[src/rtl/demux_bank.sv]
`default_nettype none
// ============================================================================
// demux_bank : routes one producer stream into 16 handshaked holding
//              registers, with a sequenced clear. Optional macro
//              DEMUX_BANK_BCAST_EN adds a broadcast-write input.
// Revision   : 1.0
// ============================================================================
module demux_bank #(
  parameter int W = 16,
  parameter int I = 4
) (
  input  logic         clk,
  input  logic         rst,
  input  logic         in_valid,
  output logic         in_ready,
  input  logic [I-1:0] sel,
  input  logic [W-1:0] in_data,
  input  logic         clr,
  output logic         busy,
  input  logic [15:0]  ack,
`ifdef DEMUX_BANK_BCAST_EN
  input  logic         bcast,
`endif
  output logic [15:0]  out_valid,
  output logic [W-1:0] out0,
  output logic [W-1:0] out1,
  output logic [W-1:0] out2,
  output logic [W-1:0] out3,
  output logic [W-1:0] out4,
  output logic [W-1:0] out5,
  output logic [W-1:0] out6,
  output logic [W-1:0] out7,
  output logic [W-1:0] out8,
  output logic [W-1:0] out9,
  output logic [W-1:0] out10,
  output logic [W-1:0] out11,
  output logic [W-1:0] out12,
  output logic [W-1:0] out13,
  output logic [W-1:0] out14,
  output logic [W-1:0] out15
);

  typedef enum logic [0:0] {
    ST_IDLE  = 1'b0,
    ST_CLEAR = 1'b1
  } state_t;

  state_t         state_q, state_d;
  logic [3:0]     cnt_q, cnt_d;
  logic [15:0]    valid_q, valid_d;
  logic [W-1:0]   data_q [16];
  logic [W-1:0]   data_d [16];

  logic           bcast_en;
  logic [15:0]    chan_free;
  logic           xfer;
  logic [15:0]    wr_mask;

`ifdef DEMUX_BANK_BCAST_EN
  assign bcast_en = bcast;
`else
  assign bcast_en = 1'b0;
`endif

  // A held channel frees up in the same cycle its consumer acknowledges it.
  assign chan_free = ~valid_q | ack;
  assign in_ready  = (state_q == ST_IDLE) && !clr &&
                     (bcast_en ? (&chan_free) : chan_free[sel]);
  assign xfer      = in_valid && in_ready;
  assign wr_mask   = !xfer ? 16'h0000 : (bcast_en ? 16'hFFFF : (16'h0001 << sel));

  always_comb begin
    state_d = state_q;
    cnt_d   = cnt_q;
    valid_d = valid_q & ~ack;
    data_d  = data_q;

    for (int k = 0; k < 16; k++) begin
      if (wr_mask[k]) begin
        data_d[k]  = in_data;
        valid_d[k] = 1'b1;
      end
    end

    case (state_q)
      ST_IDLE: begin
        if (clr) begin
          state_d = ST_CLEAR;
        end
      end
      ST_CLEAR: begin
        data_d[cnt_q]  = '0;
        valid_d[cnt_q] = 1'b0;
        cnt_d          = cnt_q + 4'd1;
        if (cnt_q == 4'd15) begin
          state_d = ST_IDLE;
        end
      end
      default: begin
        state_d = ST_IDLE;
        cnt_d   = 4'd0;
      end
    endcase
  end

  always_ff @(posedge clk) begin
    if (rst) begin
      state_q <= ST_IDLE;
      cnt_q   <= 4'd0;
      valid_q <= 16'h0000;
      for (int k = 0; k < 16; k++) begin
        data_q[k] <= '0;
      end
    end else begin
      state_q <= state_d;
      cnt_q   <= cnt_d;
      valid_q <= valid_d;
      data_q  <= data_d;
    end
  end

  assign busy      = (state_q == ST_CLEAR);
  assign out_valid = valid_q;
  assign out0      = data_q[0];
  assign out1      = data_q[1];
  assign out2      = data_q[2];
  assign out3      = data_q[3];
  assign out4      = data_q[4];
  assign out5      = data_q[5];
  assign out6      = data_q[6];
  assign out7      = data_q[7];
  assign out8      = data_q[8];
  assign out9      = data_q[9];
  assign out10     = data_q[10];
  assign out11     = data_q[11];
  assign out12     = data_q[12];
  assign out13     = data_q[13];
  assign out14     = data_q[14];
  assign out15     = data_q[15];

endmodule
`default_nettype wire

[config.mk]
export PLATFORM = sky130hd
export DESIGN_NAME = demux_bank
export DESIGN_NICKNAME = d
export VERILOG_FILES = /design/src/rtl/demux_bank.sv
export SDC_FILE = /design/constraint.sdc
export NUM_CORES = 1
export LEC_CHECK = 0
export ABC_AREA = 1
export BUFFER_PORTS_ARGS = -buffer_cell sky130_fd_sc_hd__buf_2
export CAP_MARGIN = 20
export CORE_UTILIZATION = 55
export CTS_BUF_LIST = sky130_fd_sc_hd__clkbuf_4
export DETAILED_ROUTE_END_ITERATION = 7
export PLACE_DENSITY = 0.94
export SKIP_LAST_GASP = 1
export SLEW_MARGIN = 20
export SYNTH_ARGS = -nofsm -noshare
export SYNTH_HDL_FRONTEND = slang
export SYNTH_SLANG_ARGS = --single-unit
[constraint.sdc]
create_clock -name clk -period 3.4 [get_ports clk]
set_input_delay 1.02 -clock clk [delete_from_list [all_inputs] [get_ports clk]]
set_output_delay 1.02 -clock clk [all_outputs]
set_load 0.1 [all_outputs]
# Word level (Yosys, flattened, before mapping)
# Cells that the tools add are included.
# word_totals
inputBits,40
reg_bits,277
word_cells,87
output_inout_bits,274
# classes
shift,1
n_reduce_logical,6
add_sub_neg,1
magnitude_cmp,5
muxes,44
n_eq_ne,1
bitwise,10
# op_table
op,count
two-way mux 16 bit,19
AND 256 bit,1
two-way mux 256 bit,1
inverter 256 bit,1
demux 16 bit (select 4 bit),1
inverter 16 bit,3
AND 16 bit,2
two-way mux 1 bit,20
OR 16 bit,1
"left shift 1 x 4 -> 16 bit, first input constant",1
"less-than comparator 4 x 5 -> 1 bit, second input constant",2
"greater-or-equal comparator 5 bit, second input constant",1
logical AND 1 bit,5
"less-than comparator 5 x 1 -> 1 bit, second input constant",1
inverter 4 -> 5 bit,1
"adder 4 x 1 -> 4 bit, second input constant",1
binary-select mux 1 bit (select 4 bit),1
demux 1 bit (select 4 bit),1
"equality test 4 bit, second input constant",1
"greater-or-equal comparator 4 x 1 -> 1 bit, second input constant",1
case mux 1 bit (2 select lines),1
logical NOT 1 bit,1
inverter 1 bit,1

# Depth between registers and ports, before layout
# logic_depth
ltp_word,10
mapped_depth,13
ltp_nobuf,11

# Worst setup path before layout
# Ideal clock, no wire load.
# synth_timing
path_kind,input to output
start,input port sel[2]
end,output port in_ready
path_buffers,3
path_slack_ns,0.003
path_stages,8
required_ns,2.380
t_arrival_ns,2.377
cell_sequence,clkbuf_1 > nor2_1 > nand3_1 > nand3_1 > nand2_1 > nor2_1 > buf_2 > buf_2
# synth_between
elab_chain_len,3
# synth_rtl
element,line,source
start: declaration,16,"input logic [I-1:0] sel,"
binary-select mux 1 bit (select 4 bit),68,(bcast_en ? (&chan_free) : chan_free[sel]);
two-way mux 1 bit (implied by the code),68,
logical AND 1 bit,67,assign in_ready = (state_q == ST_IDLE) && !clr &&
end: declaration,15,"output logic in_ready,"
# No other way between the ends. The select of a mux whose other input is x is not followed.

# Worst setup path in the final report
# layout_timing
start,input port sel[0]
end,output port in_ready
# The elaborated chain is that of the path after synthesis.

==> key figures <==
Yosys
  • Main combinational cell family by area after synthesis: simple AND/OR/NAND/NOR gates
  • Largest cells by area after synthesis: dfxtp_1 47%, nor2_1 18%, nand4_1 14%
  • Gate Count Post-Synth: 1666
  • Syn nets: 1710
  • Number of synthesized register bits: 277
  • Avg Inst Size Synth: 7.049 µm²
  • Complex-gate fraction of the synthesized area: 0.01385
  • Simple-gate share of the synthesized area: 0.4365
  • Syn. warnings: 0
  • Post-synthesis mux area share: 0
  • Netlist Area Pre-Place: 11740 µm²
  • Yosys top cell area share: 0.4722
  • Share of synthesized cell area in full adder, half adder and majority cells: 0.004262
  • XOR/XNOR share of the synthesized area: 0
  • Netlist cell types: 24
  • Most area-hungry cell type in the Yosys netlist: dfxtp_1
  • Register area share after synthesis: 0.4722

Cells and area
  • Post-route cell area: between 10000 and 15000 µm²
  • Fin util: 0.6869
  • Share of cells above drive strength 1: 0.2505
  • Most frequent cells in the layout: 564 x nor2_1, 311 x buf_2, 282 x nand2_1, 277 x dfxtp_1, 257 x nand4_1
  • Area grow syn2layout: 22.58%
  • Nets: 2017
  • Fill count: 1658
  • Most common cell after layout, fill and taps aside: nor2_1

Setup path
  • CP endpoint kind: output pin
  • WP data required: 2.38 ns
  • Crit Path Category: primary input to output pin
  • Max FO, Critical Path: 6
  • Crit start category: primary input
  • Worst path arrival time: 2.24 ns

Floorplanning
  • Initial Util: 0.5604
  • IO Pins: roughly 310
  • Core Area: 20960 µm²
  • Die Area: about 22000 µm²
  • Die Wd: 148.1 µm
  • Die height: 148.1 µm
  • Row cnt: 53

Global route
  • Vias in the first global route: roughly 12000
  • Global-route wire length before repair: roughly 62000 µm
  • Largest net degree at the start of global routing: 264
  • GR Overflow Total: 0
  • All-Layer GR Usage: 0.3606
  • Initial antenna violation count: 1

Routing
  • Drt via density: 5.744
  • Routed length per placed instance: 17.96 µm
  • # DRC: 0
  • Total wire length: 41010 µm
  • Drt first pass iters: 6
  • Antenna-violating nets left: 0
  • Via count: 13120
  • First DRT Iteration DRCs: 1216

Timing
  • Slew @ Worst Pin: roughly 1.2 ns
  • Final Hold Viols: 0
  • RSZ-0062 raised after global routing: no
  • Max-slew violations: 0
  • Min Tclk post-route: around 3.3 ns
  • Setup_tns: 0 ns
  • Max transition margin: 0.2195
  • Achievable Freq: 306.6 MHz
  • Final period utilization: 0.9592
  • Setup-failing EPs final: 0
  • Final Skew: 0.03117 ns

Clock tree
  • CTS tree: done
  • Worst-skew pair later-pin latency: 0.65 ns
  • Clock-pin transition on the worst setup and hold timing paths: 0.05 ns
  • # H-tree levels: 3
  • Post-cts gate resize count: 0
  • Clock root buffer master: clkbuf_4
  • Longest Clk Path Bufs: 3
  • Clock Sinks: 277
  • Post-CTS Hold Buffers: 0
  • TritonCTS buffer count: 72
  • Setup bufs post-CTS: 0

Pwr
  • Pwr dens: 476.3 nW/µm²
  • Pleak: 6.838 nW
  • Peak supply drop: 0.3615 mV

Place
  • DP HPWL: 25320 µm
  • RD Place Congestion: around 0.89
  • Placed inst area: 13550 µm²
  • Buffers on Ports: 313

Worst hold path
  • Hold Crit Class: register to register

Job
  • Max cap viols: 0

Outcome
  • Status: complete, no violations
-- critical path: stages --
cell and delay, ns:
buf_2 0.16, inv_1 0.08, nand2_2 0.15, inv_1 0.10
nand2_1 0.06, nand3_1 0.07, nand3_1 0.13, nand2_1 0.10
nor2_4 0.16, buf_12 0.19
-- Yosys cell counts --
master    instances
nand2_2           2
nand4_1         257
a21boi_1          3
clkbuf_1         60
a21oi_1          21
ha_1              4
inv_2             8
nor3_2            6
o21ai_0           1
buf_6             1
a21boi_0          4
nor2_4           10
nor3_1           11
nor2_1          566
nand2_1         282
nor4_1            1
buf_1            21
nand4_2           1
buf_2            36
nor2_2            1
inv_1            69
nand3_1          14
buf_4            10
dfxtp_1         277
-- final cells by class --
type | instances | area (µm²) | share of cell area
sequential | 277 | 5545 | 0.3852
multi-input combinational | 1184 | 5394 | 0.3747
timing repair buffer | 361 | 1988 | 0.1381
clock buffer | 97 | 728.2 | 0.05059
tap | 275 | 344.1 | 0.02390
inverter | 77 | 289.0 | 0.02008
clock inverter | 12 | 103.9 | 0.007214
antenna | 1 | 2.502 | 0.0001738
-- per-stage QoR --
stage / std cells / worst slack (ns) / power (mW) / hold slack (ns)
after global placement: 2173 / 0.1476 / 4.131 / 0.4567
after global routing: 2284 / 0.03213 / 7.098 / 0.4975
after detailed placement: 2173 / 0.1238 / 4.145 / 0.4670
final: 2284 / 0.1386 / 6.856 / 0.4721
after CTS: 2282 / 0.1393 / 6.853 / 0.4780
after floorplan: 1666 / 0.003179 / 3.931 / 0.4947
-- logic make-up (layout without fill, tap and decap cells) --
logic type | Yosys count | in the layout
AOI/OAI and AO/OA | 29 | 29
adders and majority gates | 4 | 4
buffers and inverters | 205 | 547
DFF | 277 | 277
other | 0 | 1
and+or+nand+nor | 1151 | 1151
-- path summary, 6_finish.rpt --
path | start | end | slack, ns | cells past startpoint
hold reg to reg | out8[0] | out8[0] | 0.47 | 2
setup reg to reg | out_valid[12] | out1[12] | 1.03 | 11
hold / removal | out8[0] | out8[0] | 0.47 | 2
setup / recovery | sel[0] | in_ready | 0.14 | 10
-- per-layer routing --
metal | up-vias | wire, µm | GRT usage
li1 | 6074 | - | -
met1 | 5919 | 14910 | 0.4409
met2 | 933 | 18380 | 0.5638
met3 | 193 | 5272 | 0.09325
met4 | 0 | 2456 | 0.2335
met5 | - | 0 | 0
-- report_power, final --
part	total, mW	internal (mW)	switching (mW)
combinational	0.804	0.160	0.644
sequential	3.29	3.27	0.0205
clock	2.76	1.45	1.30
(Power assumes the default switching activity.)
